File: config.mk
export PLATFORM = sky130hd
export DESIGN_NAME = ks_add16_gates
export DESIGN_NICKNAME = d
export VERILOG_FILES = /design/src/rtl/ks_add16_gates.sv
export SDC_FILE = /design/constraint.sdc
export NUM_CORES = 1
export LEC_CHECK = 0
export ABC_AREA = 0
export BUFFER_PORTS_ARGS = -buffer_cell sky130_fd_sc_hd__buf_2
export CORE_MARGIN = 1.5
export CORE_UTILIZATION = 35
export CTS_CLUSTER_SIZE = 40
export DETAILED_ROUTE_END_ITERATION = 10
export PLACE_DENSITY = 0.54
export REMOVE_ABC_BUFFERS = 1
export SLEW_MARGIN = 5
export SYNTH_ARGS = -nofsm -noshare
export SYNTH_HDL_FRONTEND = slang
export SYNTH_SLANG_ARGS = --single-unit
File: constraint.sdc
create_clock -name clk -period 1.1 [get_ports clk]
set_input_delay 0.11 -clock clk [delete_from_list [all_inputs] [get_ports clk]]
set_output_delay 0.11 -clock clk [all_outputs]
set_load 0.02 [all_outputs]
File: src/rtl/ks_add16_gates.sv
// Registered Kogge-Stone prefix adder built from and/or/xor gate primitives.
// Optional carry-in port enabled by defining KS_ADD16_CIN_EN.
module ks_add16_gates #(
  parameter int unsigned WIDTH = 16
) (
  input  logic             clk,
  input  logic             rst_n,
  input  logic             in_valid,
`ifdef KS_ADD16_CIN_EN
  input  logic             cin,
`endif
  input  logic [WIDTH-1:0] a,
  input  logic [WIDTH-1:0] b,
  output logic             out_valid,
  output logic [WIDTH-1:0] sum,
  output logic             co
);

  localparam int unsigned LEVELS = $clog2(WIDTH);

  logic [WIDTH-1:0]             w_g;
  logic [WIDTH-1:0]             w_h;
  logic [WIDTH-1:0]             w_sum;
  logic [LEVELS:0][WIDTH-1:0]   w_gg;
  logic [LEVELS-1:0][WIDTH-1:0] w_pp;

  logic             r_valid;
  logic [WIDTH-1:0] r_sum;
  logic             r_co;

  genvar i, k;

  // Per-bit generate, OR-propagate and half-sum.
  for (i = 0; i < WIDTH; i++) begin : g_bit_terms
    and u_g (w_g[i], a[i], b[i]);
    or  u_p (w_pp[0][i], a[i], b[i]);
    xor u_h (w_h[i], a[i], b[i]);
    if (i > 0) begin : g_pass_g
      assign w_gg[0][i] = w_g[i];
    end
  end

`ifdef KS_ADD16_CIN_EN
  logic w_pcin;
  and u_pcin (w_pcin, w_pp[0][0], cin);
  or  u_gcin (w_gg[0][0], w_g[0], w_pcin);
  xor u_s0   (w_sum[0], w_h[0], cin);
`else
  assign w_gg[0][0] = w_g[0];
  assign w_sum[0]   = w_h[0];
`endif

  for (k = 0; k < LEVELS; k++) begin : g_lvl
    localparam int unsigned D = 1 << k;
    for (i = 0; i < WIDTH; i++) begin : g_col
      if (i >= D) begin : g_cell
        logic w_pg;
        and u_pg (w_pg, w_pp[k][i], w_gg[k][i-D]);
        or  u_gg (w_gg[k+1][i], w_gg[k][i], w_pg);
        // The final level needs no group propagate.
        if (k < LEVELS - 1) begin : g_p
          and u_pp (w_pp[k+1][i], w_pp[k][i], w_pp[k][i-D]);
        end
      end else begin : g_wire
        assign w_gg[k+1][i] = w_gg[k][i];
        if (k < LEVELS - 1) begin : g_p
          assign w_pp[k+1][i] = w_pp[k][i];
        end
      end
    end
  end

  for (i = 1; i < WIDTH; i++) begin : g_sum
    xor u_s (w_sum[i], w_h[i], w_gg[LEVELS][i-1]);
  end

  // Low-half propagates of the last level feed nothing.
  logic w_unused_p;
  assign w_unused_p = ^w_pp[LEVELS-1][WIDTH/2-1:0];

  always_ff @(posedge clk or negedge rst_n) begin
    if (!rst_n) begin
      r_valid <= 1'b0;
      r_sum   <= '0;
      r_co    <= 1'b0;
    end else begin
      r_valid <= in_valid;
      if (in_valid) begin
        r_sum <= w_sum;
        r_co  <= w_gg[LEVELS][WIDTH-1];
      end
    end
  end

  assign out_valid = r_valid;
  assign sum       = r_sum;
  assign co        = r_co;

endmodule

# Yosys cells after proc, flatten, opt, wreduce, memory -nomap -nowiden
# Cells that the tools add are included.
# totals
input_bits,35
out_inout_bits,18
wordCells,197
reg_bits,18
# op_classes
bitwise_logic,194
# op_table
cell,n
1-bit AND,99
1-bit bitwise OR,64
1-bit bitwise XOR,31

# Longest topological paths before layout
# depth
depth_word,9
ltp_mapped,7
depth_no_buf,7

# Least setup slack after synthesis
# OpenSTA, ideal clock, no wires.
# synth_timing
path_type,input-to-reg
startpoint,input port a[0]
endpoint,"register r_sum[14], in the netlist sum[14]"
slack_ns,-0.758
path_stages,7
path_buffers,0
required_ns,1.029
t_arrival_ns,1.787
setup_time_ns,0.071
cell_sequence,ha_1 -> fa_1 -> nor2b_1 -> o21ai_1 -> a31oi_1 -> or4_1 -> nand4_1
# synth_between
elab_chain_len,8
# synth_rtl
element,line_no,source
"start, declared",12,"input logic [WIDTH-1:0] a,"
1-bit AND,35,"and u_g (w_g[i], a[i], b[i]);"
1-bit AND,58,"and u_pg (w_pg, w_pp[k][i], w_gg[k][i-D]);"
1-bit bitwise OR,59,"or u_gg (w_gg[k+1][i], w_gg[k][i], w_pg);"
1-bit AND,58,
1-bit bitwise OR,59,
1-bit AND,58,
1-bit bitwise OR,59,
1-bit bitwise XOR,74,"xor u_s (w_sum[i], w_h[i], w_gg[LEVELS][i-1]);"
"end signal, assigned",89,r_sum <= w_sum;
"end, declared",28,logic [WIDTH-1:0] r_sum;
# No other way between the ends.
# A chain may end at the register's enable or synchronous reset.

# Worst setup path after layout
# layout_timing
startpoint,input port a[9]
endpoint,"register r_sum[15], in the netlist sum[15]"
# layout_between
elab_chain_len,8
elab_cells_between_ends,14
cone_classes,bitwise: 14
# layout_rtl
element,line_no
1-bit AND / 1-bit bitwise OR (equally long branches),"35, 36"
1-bit AND (on tied branches),"58, 62"
1-bit bitwise OR / 1-bit AND (equally long branches),"59, 58"
1-bit bitwise OR,59
1-bit AND,58
1-bit bitwise OR,59
1-bit bitwise OR (*),59
1-bit bitwise XOR (*),74
# Mark *: on every way between the ends. The rest lies on a longest branch, timed or not.

==> impl_metrics.csv <==
group,metric,value,unit
outcome,status,"finished with violations",
outcome,violations,"setup timing",
floorplanning,core,5170,µm²
route,drc,0,
synth,synth_top_area_cell,"dfrtp_1",
route,via_per_inst,4.93,
grt,grt_pass1_wl,9230,µm
placed_design,gp_congestion,0.807,
cells_and_area,regArea,450,µm²
route,wirelength,5570,µm
sta,fmax,643,MHz
cells_and_area,final_cell_mix,"buf_4, buf_2, inv_1, ha_1, dfrtp_1",
route,ant_nets,0,
floorplanning,dieWidth,76.6,µm
worst_setup_path,path_max_fanout,2,
floorplanning,die_area,5870,µm²
grt,grt_pass1_vias,2107,
floorplanning,die_y,76.6,µm
cells_and_area,area_growth,72.6,%
worst_setup_path,worstReg2RegStart,"sum[12]",
cts,clock_path_buffers,2,
cts,insertion_delay,0.27,ns
synth,yosys_warnings,0,
worst_setup_path,crit_start,"a[9]",
cells_and_area,nFillCells,431,
placed_design,placement.cell_area,2660,µm²
sta,layout_setup_ws,-0.455,ns
pwr,ir_worst_vdd,0.503,mV
cts,cts_buffers,3,
cts,htreeDepth,1,
sta,period_needed,1.56,ns
sta,hold_viol_final,0,
synth,netlist.area_leader.share,23.7,%
sta,finalClockSkew,0,ns
cells_and_area,drive_above_1_share,56.9,%
grt,grt_usage,19.6,%
cells_and_area,layout_commonest_cell,"buf_4",
cells_and_area,multiInputGateArea,1680,µm²
route,via_count,2037,
floorplanning,initial_core_util,36.7,%
grt,grt_overflow,0,
worst_setup_path,cp.arrival,1.71,ns
synth,synthTopCellsByArea,"dfrtp_1, ha_1, inv_1, mux2_2, nand2_1",
worst_setup_path,endpoint_kind,"register",
worst_hold_path,hp-class,"in -> reg",
route,first_pass_iters,4,
synth,synth_edf_count,0,
worst_setup_path,worstPathRequired,1.26,ns
grt,grt_max_degree,19,
pwr,total_power,2940,µW
synth,ys_seq_area_share,23.7,%
cts,clockRootBuffer,"clkbuf_8",
sta,slew_headroom,69.1,%
synth,netlist_area,1900,µm²
sta,setup_tns,-4.90,ns
pwr,leakage,0.00157,µW
sta,min_period_over_period,141,%
cts,path_clk_slew,0.08,ns
sta,setup_viol,14,
worst_setup_path,path_class,"in -> reg",
synth,syn_inst,226,
worst_setup_path,endpoint,"sum[15]",
grt,antenna_found_initial,0,
synth,synth_ff_type,"dfrtp_1",
sta,rsz0062_at_grt,"yes",
cells_and_area,diodes,0,
flow_run,maxCapViolCount,0,
synth,ys_ff_latch,18,
placed_design,dp_hpwl,4130,µm
pwr,p_per_area,898,nW/µm²
worst_setup_path,rrSetupSlack,0.21,ns
synth,synth_area_per_cell,8.40,µm²
route,drt-initial-drc-count,62,
placed_design,portBuffers,52,
cells_and_area,fin_area,3280,µm²
sta,final_max_slew_viol_count,0,
cts,cts_num_sinks,18,
synth,synth_cell_type_count,46,
worst_setup_path,start_kind,"primary input",
worst_setup_path,reg2regPathDepth,2,
cells_and_area,finalNetCount,414,
worst_setup_path,timing.rr.end,"sum[12]",
floorplanning,ioPinCount,53,
synth,async_reset_ff_share,100,%
route,wl_per_cell,13.5,µm
sta,worst_slew_pin_slew,0.463,ns
cts,cts_tree,"built",
floorplanning,row_count,26,
[Yosys cell counts (2+ instances only)]
cell type	n
a211oi_1	4
nor3_1	8
or3_1	2
o21ai_1	4
nand4_1	2
o21bai_1	4
dfrtp_1	18
nor2_1	13
nor2b_1	5
clkbuf_1	2
xor2_1	3
mux2_2	7
o21a_1	3
inv_1	41
nand3_1	7
a21oi_1	8
o31ai_1	6
nand2_1	14
xnor2_1	2
a31oi_1	2
nand2b_1	5
or4_1	2
nor3b_1	2
o311ai_1	2
o31ai_2	2
ha_1	34
nor4_1	5
[sequential cells by signal (all words and copies together) (netlist names)]
signal,flops
co,1
out_valid,1
sum,16
[worst min path at each step]
| stage | start | endpoint | slack (ns) | cells after the start |
|---|---|---|---|---|
| after global placement | rst_n | sum[0] | 0.09 | 1 |
| after CTS | in_valid | out_valid | 0.17 | 2 |
| after global routing | in_valid | out_valid | 0.18 | 2 |
| final | a[0] | sum[0] | 0.18 | 3 |
| after floorplan | rst_n | co | -0.19 | 0 |
| after detailed placement | rst_n | sum[0] | 0.1 | 1 |
[metal layers]
| layer | global-route usage [%] | vias to the layer above | routed length, µm |
|---|---|---|---|
| li1 | - | 1021 | - |
| met1 | 22.7 | 963 | 2420 |
| met2 | 38.4 | 48 | 2900 |
| met3 | 2.63 | 5 | 209 |
| met4 | 3.33 | 0 | 34 |
| met5 | 0 | - | 0 |
[power breakdown]
group	switching [µW]	total [µW]	leakage [µW]	internal, µW
clock network	261	580	0.0000288	319
registers	64.7	852	0.000212	788
logic	765	1510	0.00133	743
total	1090	2940	0.00157	1850
[cell families after synthesis]
kind of cell / synth area share [%]
and+or+nand+nor: 18.2
xor gates and xnor gates: 2.31
AOI/OAI and AO/OA: 18.7
adders and majority gates: 23.5
muxes: 4.75
DFF: 23.7
buffers and inverters: 8.90
[area by class of cell]
| cell class | count | share of cell area [%] |
|---|---|---|
| Timing Repair Buffer | 116 | 25.4 |
| Tap cell | 70 | 2.67 |
| Sequential cell | 18 | 13.8 |
| Multi-Input combinational cell | 163 | 51.3 |
| Inverter | 42 | 5.12 |
| Clock buffer | 4 | 1.68 |
[critical path: stages]
cell and delay, ns:
buf_8 0.08, inv_4 0.03, ha_4 0.15, or4_4 0.53
or3_4 0.40, a31oi_4 0.17, o31a_2 0.18, o31ai_2 0.06
[through the flow]
stage | util (%) | setup slack [ns] | hold slack [ns] | cells
3_3_place_gp | 51.4 | -0.852 | 0.0919 | 400
3_5_place_dp | 51.4 | -0.930 | 0.0954 | 400
2_1_floorplan | - | -0.758 | -0.186 | 223
4_1_cts | 58.8 | -0.437 | 0.170 | 409
5_1_grt | 63.3 | -0.519 | 0.180 | 413
6_report | 63.3 | -0.455 | 0.180 | 413
[repair_timing]
item,CTS,global route
buffers inserted,5,5
hold buffers,1,0
pin swaps,24,32
endpoints found under the setup margin,14,14
resized for setup,61,48
endpoints found under the hold margin,18,0
No activity file was read; power rests on OpenSTA's default activity.
